`src/rtl/fp_cmp64_sched.sv`:
```
// Shared IEEE-754 double comparator. NREQ requesters are arbitrated round-robin
// into a two-stage pipeline (operand register S1, result register S2) that
// drives one tagged response port. Also keeps a response counter and a sticky
// NaN flag.
module fp_cmp64_sched #(
    parameter int NREQ = 4,
    parameter int TAGW = 4
) (
    input  logic                       clk,
    input  logic                       rst_n,
    input  logic [NREQ-1:0]            req_valid,
    output logic [NREQ-1:0]            req_ready,
    input  logic [NREQ*64-1:0]         req_a,
    input  logic [NREQ*64-1:0]         req_b,
    input  logic [NREQ*TAGW-1:0]       req_tag,
    output logic                       rsp_valid,
    input  logic                       rsp_ready,
    output logic [$clog2(NREQ)-1:0]    rsp_id,
    output logic [TAGW-1:0]            rsp_tag,
    output logic [15:0]                rsp_flags,
    output logic                       rsp_nan,
    output logic                       rsp_snan,
    output logic                       nan_sticky,
    input  logic                       clr_sticky,
    output logic [31:0]                ops_done,
    output logic                       busy
);
    localparam int IDW = $clog2(NREQ);

    logic            r_s1_valid, r_s2_valid;
    logic [63:0]     r_s1_a, r_s1_b;
    logic [TAGW-1:0] r_s1_tag;
    logic [IDW-1:0]  r_s1_id;
    logic [IDW-1:0]  r_ptr;

    logic            w_adv1, w_adv2;
    logic            w_gnt_found, w_accept;
    logic [IDW-1:0]  w_gnt;

    assign w_adv2   = !r_s2_valid || rsp_ready;
    assign w_adv1   = !r_s1_valid || w_adv2;
    assign w_accept = w_gnt_found && w_adv1;

    // Round-robin search: first valid requester at or after the pointer.
    always_comb begin
        logic [IDW-1:0] v_idx;
        // NOTE: every combinational output gets a default first so no path
        // leaves it unassigned, which would otherwise infer a latch.
        w_gnt_found = 1'b0;
        w_gnt       = '0;
        for (int k = 0; k < NREQ; k++) begin
            v_idx = IDW'((int'(r_ptr) + k) % NREQ);
            if (!w_gnt_found && req_valid[v_idx]) begin
                w_gnt_found = 1'b1;
                w_gnt       = v_idx;
            end
        end
    end

    // Only the granted requester sees ready; it follows pipeline advance.
    always_comb begin
        req_ready = '0;
        if (w_gnt_found) req_ready[w_gnt] = w_adv1;
    end

    // Arbitration pointer moves past the winner only on an accept.
    always_ff @(posedge clk or negedge rst_n) begin
        // NOTE: sequential state uses non-blocking assignments so every
        // register samples pre-edge values regardless of statement order.
        if (!rst_n)        r_ptr <= '0;
        else if (w_accept) r_ptr <= (w_gnt == IDW'(NREQ - 1)) ? '0 : w_gnt + 1'b1;
    end

    // Operand stage: capture the granted request when the stage can advance.
    always_ff @(posedge clk or negedge rst_n) begin
        // NOTE: the datapath registers are reset too, so the response fields
        // read as zero after reset instead of stale operands.
        if (!rst_n) begin
            r_s1_valid <= 1'b0;
            r_s1_a     <= '0;
            r_s1_b     <= '0;
            r_s1_tag   <= '0;
            r_s1_id    <= '0;
        end else if (w_adv1) begin
            r_s1_valid <= w_accept;
            if (w_accept) begin
                r_s1_a   <= req_a[64*int'(w_gnt) +: 64];
                r_s1_b   <= req_b[64*int'(w_gnt) +: 64];
                r_s1_tag <= req_tag[TAGW*int'(w_gnt) +: TAGW];
                r_s1_id  <= w_gnt;
            end
        end
    end

    // Compare datapath on the S1 operands.
    logic        w_zero_a, w_zero_b, w_nan_a, w_nan_b, w_snan;
    logic        w_unord, w_eq, w_mlt, w_mgt, w_lt;
    logic [4:0]  w_vec;
    logic [15:0] w_flags;

    assign w_zero_a = (r_s1_a[62:0] == 63'd0);
    assign w_zero_b = (r_s1_b[62:0] == 63'd0);
    assign w_nan_a  = (&r_s1_a[62:52]) && (|r_s1_a[51:0]);
    assign w_nan_b  = (&r_s1_b[62:52]) && (|r_s1_b[51:0]);
    assign w_snan   = (w_nan_a && !r_s1_a[51]) || (w_nan_b && !r_s1_b[51]);
    assign w_unord  = w_nan_a || w_nan_b;
    assign w_eq     = !w_unord && ((r_s1_a == r_s1_b) || (w_zero_a && w_zero_b));
    assign w_mlt    = !w_unord && (r_s1_a[62:0] < r_s1_b[62:0]);
    assign w_mgt    = r_s1_b[62:0] < r_s1_a[62:0];
    assign w_lt     = !w_unord &&
                      ((r_s1_a[63] != r_s1_b[63]) ? (r_s1_a[63] && !(w_zero_a && w_zero_b))
                                                  : (r_s1_a[63] ? w_mgt : w_mlt));
    assign w_vec    = {w_unord, w_mlt, w_lt || w_eq, w_lt, w_eq};
    assign w_flags  = {3'b000, ~w_vec, 3'b000, w_vec};

    // Result stage: load from S1 whenever the response slot can advance.
    always_ff @(posedge clk or negedge rst_n) begin
        if (!rst_n) begin
            r_s2_valid <= 1'b0;
            rsp_flags  <= '0;
            rsp_nan    <= 1'b0;
            rsp_snan   <= 1'b0;
            rsp_id     <= '0;
            rsp_tag    <= '0;
        end else if (w_adv2) begin
            r_s2_valid <= r_s1_valid;
            rsp_flags  <= w_flags;
            rsp_nan    <= w_unord;
            rsp_snan   <= w_snan;
            rsp_id     <= r_s1_id;
            rsp_tag    <= r_s1_tag;
        end
    end

    // Accepted-response counter and sticky NaN flag (set beats clear).
    always_ff @(posedge clk or negedge rst_n) begin
        if (!rst_n) begin
            ops_done   <= '0;
            nan_sticky <= 1'b0;
        end else begin
            if (r_s2_valid && rsp_ready) ops_done <= ops_done + 32'd1;
            if (r_s2_valid && rsp_ready && rsp_nan) nan_sticky <= 1'b1;
            else if (clr_sticky)                    nan_sticky <= 1'b0;
        end
    end

    assign rsp_valid = r_s2_valid;
    assign busy      = r_s1_valid || r_s2_valid;
endmodule

```
`config.mk`:
```
export PLATFORM = sky130hd
export DESIGN_NAME = fp_cmp64_sched
export DESIGN_NICKNAME = d
export VERILOG_FILES = /design/src/rtl/fp_cmp64_sched.sv
export SDC_FILE = /design/constraint.sdc
export NUM_CORES = 1
export LEC_CHECK = 0
export ABC_AREA = 0
export CAP_MARGIN = 0
export CORE_AREA = 2 2 231 233
export CTS_BUF_LIST = sky130_fd_sc_hd__clkbuf_16
export DETAILED_ROUTE_END_ITERATION = 7
export DIE_AREA = 0 0 233 235
export PLACE_DENSITY = 0.54
export SLEW_MARGIN = 5
export SYNTH_ARGS = -nofsm -noshare
export SYNTH_HDL_FRONTEND = slang
export SYNTH_SLANG_ARGS = --single-unit
```
`constraint.sdc`:
```
create_clock -name clk -period 3.3 [get_ports clk]
set_input_delay 0.66 -clock clk [delete_from_list [all_inputs] [get_ports clk]]
set_output_delay 0.66 -clock clk [all_outputs]
set_load 0.005 [all_outputs]
```
; After elaboration in Yosys (flattened, before gate mapping)
; Cells that the tools add are included.
[word_totals]
regBits = 189
in_bits = 536
output_inout_bits = 63
word_cells = 99
[op_classes]
n_addsub = 5
magnitude_cmp = 8
eq_ne = 3
n_shift = 3
muxes = 24
bitwise = 2
reduce_logical = 40
[op_table]
columns = cell, n
row1 = $shiftx A256 B9 Y64, 2
row2 = $logic_not A63 Y1, 2
row3 = $lt A63 B63 Y1, 2
row4 = $reduce_or A52 Y1, 2
row5 = $eq A64 B64 Y1, 1
row6 = $add A32 B1 Y32 const B, 1
row7 = $reduce_and A11 Y1, 2
row8 = $logic_and A1 B1 Y1, 16
row9 = $shiftx A16 B5 Y4, 1
row10 = $lt A2 B3 Y1 const B, 5
row11 = $mux W1, 13
row12 = $mux W2, 5
row13 = $logic_not A1 Y1, 9
row14 = $bmux W1 S2, 4
row15 = $logic_or A1 B1 Y1, 7
row16 = $not A5 Y5, 1
row17 = $add A2 B1 Y2 const B, 2
row18 = $add A2 B2 Y2 const B, 2
row19 = $and A4 B4 Y4, 1
row20 = $mux W4, 1
row21 = $demux W1 S2, 1
row22 = $eq A2 B2 Y1 const B, 1
row23 = $ge A2 B1 Y1 const B, 1
row24 = $reduce_and A2 Y1, 1
row25 = other kinds (2), 2

; Longest topological paths before layout
[logic_depth]
word_depth = 18
mapped_depth = 10
ltp_nobuf = 10

; Worst setup path before layout
; OpenSTA, ideal clock, no wires.
[synth_timing]
path_kind = input to output
startpoint = input req_valid[2]
endpoint = output req_ready[3]
t_arrival_ns = 2.170
required_time_ns = 2.640
setup_slack_ns = 0.470
stages = 8
path_buffers = 3
cell_sequence = mux2i_1 nor2_1 nor3_1 clkbuf_1 clkbuf_1 buf_2 ha_1 and2_1
[synth_between]
elab_chain_len = 18
word_cells_on_any_way = 29
classes_between = order compare: 2 / mux: 19 / bitwise: 1 / reduce/logical: 7
[synth_lines]
columns = element, line_no
row1 = from (decl), 11  ; input logic [NREQ-1:0] req_valid,
row2 = $bmux W1 S2, 53  ; if (!w_gnt_found && req_valid[v_idx]) begin
row3 = $mux W1 (not written as such), 53
row4 = $mux W1, 53
row5 = $logic_not A1 Y1, 53
row6 = $logic_and A1 B1 Y1, 53
row7 = $mux W1, 53
row8 = $logic_not A1 Y1, 53
row9 = $logic_and A1 B1 Y1, 53
row10 = [3 not listed], --
row11 = $mux W2 *, 53
row12 = named net w_gnt[0], 38  ; logic [IDW-1:0] w_gnt;
row13 = $lt A2 B3 Y1 (not written as such) or $ge A2 B1 Y1 (tied branches), 63  ; if (w_gnt_found) req_ready[w_gnt] = w_adv1;
row14 = $logic_and A1 B1 Y1 (not written as such), 63
row15 = $mux W1 (not written as such), 63
row16 = $demux W1 S2 *, 63
row17 = $and A4 B4 Y4 (no line) *, --
row18 = $mux W4 *, 63
row19 = to (decl), 12  ; output logic [NREQ-1:0] req_ready,
; Mark *: on every way through the listed nets, which the timed path passes. The rest lies on a longest branch. The select of a mux whose other input is x is not followed.

; Final worst setup path
[layout_timing]
startpoint = input req_valid[2]
endpoint = output req_ready[0]
[layout_between]
elab_chain_len = 18
word_cells_on_any_way = 29
classes_between = order compare: 2 / mux: 19 / bitwise: 1 / reduce/logical: 7
[layout_lines]
columns = element, line_no
row1 = $bmux W1 S2, 53
row2 = $mux W1 (not written as such), 53
row3 = $mux W1, 53
row4 = $logic_not A1 Y1, 53
row5 = $logic_and A1 B1 Y1, 53
row6 = $mux W1, 53
row7 = $logic_not A1 Y1, 53
row8 = $logic_and A1 B1 Y1, 53
row9 = [2 not listed], --
row10 = $logic_and A1 B1 Y1, 53
row11 = $mux W2, 53
row12 = $lt A2 B3 Y1 (not written as such) or $ge A2 B1 Y1 (tied branches), 63
row13 = $logic_and A1 B1 Y1 (not written as such), 63
row14 = $mux W1 (not written as such), 63
row15 = $demux W1 S2, 63
row16 = $and A4 B4 Y4 (no line), --
row17 = $mux W4 *, 63
; Mark *: on every way between the ends. The rest lies on a longest branch, timed or not. The select of a mux whose other input is x is not followed.

==> impl.org <==
** Outcome
- The flow ran to the end, and the final reports show no timing, DRC or antenna violations.

** Synthesis
- Simple logic cell fraction of the synthesized area :: 0.3775
- For this run, the register share of the synthesized area comes to 0.3611.
- Of the post-synthesis cell area, the dominant cell type holds 0.3611.
- Top cells by area in the synthesized netlist :: dfrtp_1 36%, nand2_1 21%, nand3_1 11%, o21ai_0 8.1%, ha_1 6.5%
- Post-synthesis xor/xnor area fraction :: 0.02151
- Number of distinct library cells after synthesis :: 47
- Of the total synthesized cell area, the portion taken by full adders, half adders and majority gates is 0.06530.
- In the synthesized netlist, the number of instances is 1904.
- The synthesized design contains 188 register bits.
- Async set-or-reset flop fraction in the synthesized netlist :: 1.000
- During synthesis, Yosys emitted a total of 0 warnings.
- Compound-Gate Fraction of Synth Area :: 0.1111
- The biggest area contributor in the post-synthesis netlist is dfrtp_1.
- Number of enable flip-flop cells after synthesis :: 0
- Combinational family with the most area after synthesis :: simple AND/OR/NAND/NOR gates
- Dominant synthesized flop cell :: dfrtp_1
- A synthesized cell averages 6.843 µm².
- Post-Synthesis Cell Area :: 0.01303 mm²
- After synthesis, the share of cell area in mux cells is 0.002401.

** Clock network
- The clock tree synthesis step divided the H-tree into 4 levels.
- For this design, the sink count on the clock tree is 188.
- CTS tree :: built
- Clock edge transition at the registers on the reported setup and hold paths :: 0.08 ns
- Hold-fix buffer count after cts :: 0
- Post-CTS timing repair inserted 0 buffers for setup.
- The later pin in the worst-skew pair is clocked with a latency of 0.45 ns.
- The longest clock path from root to sink contains 2 buffers.
- Number of clock buffers inserted by TritonCTS :: 17
- The tree is rooted in a clkbuf_16.

** Global route
- Wire length of the first global-routing pass :: 87130 µm
- The via count of the first global-routing pass is 14860.
- Layer with the highest usage :: met2
- The number of antenna violations at the first check in global routing is 1.
- M2 GR Usage :: 0.3728
- GRT Total Usage :: 0.2068
- Final global-route overflow total :: 0
- For this run, global-route usage on met3 was measured as 0.03471.
- Maximum number of pins on one net before global-route repair :: 120
- Met1 routing resource usage after global routing :: 0.2571

** Drt
- After detailed routing, the number of vias per cell comes to 4.723.
- Detailed routing inserted a total of 14810 vias.
- The first detailed-routing pass took 5 iterations.
- Routed Wire Length :: 57590 µm
- The count of nets left with antenna violations once routing finished came out at 0.
- After detailed routing, the average wire length per cell comes to 18.37 µm.
- Initial DRC Count :: 800
- In the routed design, unresolved DRC markers number 0.

** STA
- Slew Limit Fails :: 0
- Between clock sinks in the finished design, the worst skew comes to 0.01037 ns.
- For this run, the top clock speed supported by timing is 314.6 MHz.
- Portion of the clock cycle consumed by the worst path in the final layout :: 0.9633
- Setup repair after global routing left no endpoint under its margin.
- For the pin with the worst max-slew slack, the measured transition is 0.9492 ns.
- Min setup slack post-route :: 0.1212 ns
- Post-route setup TNS :: 0 ns
- In this run the tightest slew margin relative to its limit is 0.3672.
- Number of failing setup endpoints in the final timing report :: 0
- The number of hold violations in the final report was 0.
- Min cycle time layout :: 3.179 ns

** Setup path
- Measured in cells, the most critical reg-to-reg path has a length of 10.
- STA classifies the critical path endpoint as an output pin.
- Element type at the critical path start :: primary input
- For the worst setup path, the data arrival time is 2.52 ns.
- Start-to-end type of the worst setup path :: in2out
- CP required :: 2.64 ns
- Along the worst path, the maximum fanout reaches 4.

** Placement
- DP Area :: 0.01981 mm²
- Placed wire-length estimate after detailed placement :: 45510 µm
- Before CTS, the worst setup slack after placement is -0.1941 ns.
- The congestion estimate from routability-driven global placement came to 0.8642.
- Buffers added on ports :: 592

** Die
- Die Area :: 0.05476 mm²
- Row generation in the floorplan step produced 84 rows.
- Die extent in y :: 235 µm
- Floorplan die width :: 233 µm
- For this configuration, the core starts out at a cell density of 0.2494.
- In this run the standard cell core region covers 0.05224 mm².
- For this design the top-level I/O count stands at 599.

** Layout
- Commonest cells after routing, fill and taps aside :: 728 x nand2_1, 589 x clkdlybuf4s50_1, 280 x nand3_1
- Post-route cell area :: 0.02045 mm²
- The library cell used most frequently in the layout, excluding fill and tap cells, is nand2_1.
- Area growth from synthesis to layout :: 56.95%
- Inserted Diodes :: 0
- Fill cell total of the finished layout :: 5420
- Final core occ :: 0.3915
- Of the cells placed in the final design, the portion with a size suffix greater than 1 is 0.03719.
- After the last flow step, the layout net total stands at 3038.

** Power
- The analysis attributes to cell leakage a power of 9.076 nW.
- Of the total power, the clock network draws 0.177.
- The share of total power dissipated in combinational logic is 0.518.
- Of the total power, the share spent switching nets is 0.4428.
- VDD sags by at most 0.4025 mV.
- Fraction of power consumed by sequential logic :: 0.305
- Post-layout total power :: 12.53 mW
- In this run the power density over the cells is 612.8 mW/mm².
- Net switching power :: 5.549 mW
- Internal cell power :: 6.982 mW

** Worst hold path
- The path class of the tightest hold or removal check is in2async.

** Run
- Maximum capacitance violations :: 0
## area by class of cell
type / instances / area, µm² / share of cell area
inverters: 73 / 281.5 / 0.01377
well taps: 688 / 860.8 / 0.04210
multi-input cells: 1520 / 7610 / 0.3721
clock buffers: 17 / 425.4 / 0.02080
clock inverters: 15 / 182.7 / 0.008933
flip-flops and latches: 188 / 4705 / 0.2301
repair buffers: 634 / 6384 / 0.3122
## power groups by stage
stage	sequential, mW	combinational (mW)	clock, mW
6_report	3.82	6.50	2.22
2_1_floorplan	3.58	3.89	0
5_1_grt	3.94	7.44	2.37
3_3_place_gp	3.85	6.46	0
3_5_place_dp	3.87	6.56	0
4_1_cts	3.84	6.59	2.30
## metrics by stage
stage               hold WS, ns  cells
floorplan                0.3644   1909
global placement         0.4515   3103
detailed placement       0.4570   3103
CTS                      0.1754   3135
global route             0.1833   3135
finish                   0.1706   3135
## synth_stat cells (2+ instances only)
cell      count
and2_1        5
nand3b_1      2
xnor2_1      21
a21o_1       12
buf_1         5
nor2_1       31
ha_1         68
o21ai_0     212
o21a_1        3
buf_4         8
nand2b_1      3
nor3_1        9
xor2_1       11
a211oi_1      2
mux2i_1       2
dfrtp_1     188
a21oi_1      30
nor4_1       39
and4_1        4
or2_2         2
nand3_1     280
buf_2         6
a221oi_1      5
clkbuf_1    109
nor2b_1       2
nand4_1      25
inv_1        72
or2b_1        2
nand2_1     728
## per-layer routing
layer	share of wire	vias to the layer above
met4	0.012	0
met5	0	-
met1	0.43	6941
li1	-	7414
met3	0.053	34
met2	0.51	419
## path summary, 6_finish.rpt
path | start | to | slack, ns
worst min-delay path | rst_n | rsp_tag[0] | 0.17
worst max-delay path | req_valid[2] | req_ready[0] | 0.12
worst max register to register | r_s1_a[8] | rsp_flags[2] | 0.30
min in group clk | rsp_tag[2] | rsp_tag[2] | 0.47
max in group asynchronous | rst_n | r_s1_b[39] | 2.33
worst min register to register | rsp_tag[2] | rsp_tag[2] | 0.47
## kinds of logic after synthesis
logic type	after synthesis
AND/OR/NAND/NOR	1139
multiplexers	3
other	1
buffers and inverters	201
flip-flops	188
AO/OA/AOI/OAI	272
adder cells (fa/ha/maj)	68
XOR/XNOR	32
## state kept, by name (all words and copies together), names as in the netlist
signal / count
r_s1_b: 64
rsp_flags: 10
rsp_id: 2
nan_sticky: 1
r_s1_id: 2
ops_done: 32
r_ptr: 2
r_s1_valid: 1
rsp_tag: 4
rsp_snan: 1
r_s1_a: 64
rsp_valid: 1
r_s1_tag: 4
## critical path, cell delays in order
cell,delay [ns]
clkdlybuf4s50_1,0.54
nand2b_1,0.08
a21oi_1,0.18
nor3_2,0.07
buf_4,0.15
inv_2,0.08
ha_1,0.14
and2_1,0.11
clkdlybuf4s50_1,0.50
## repair_timing
action | in CTS | in global routing
pin swaps | 0 | 1
cloned | 0 | 0
resized for setup | 2 | 5
endpoints found under the setup margin | 5 | 8
(Power assumes the default switching activity.)
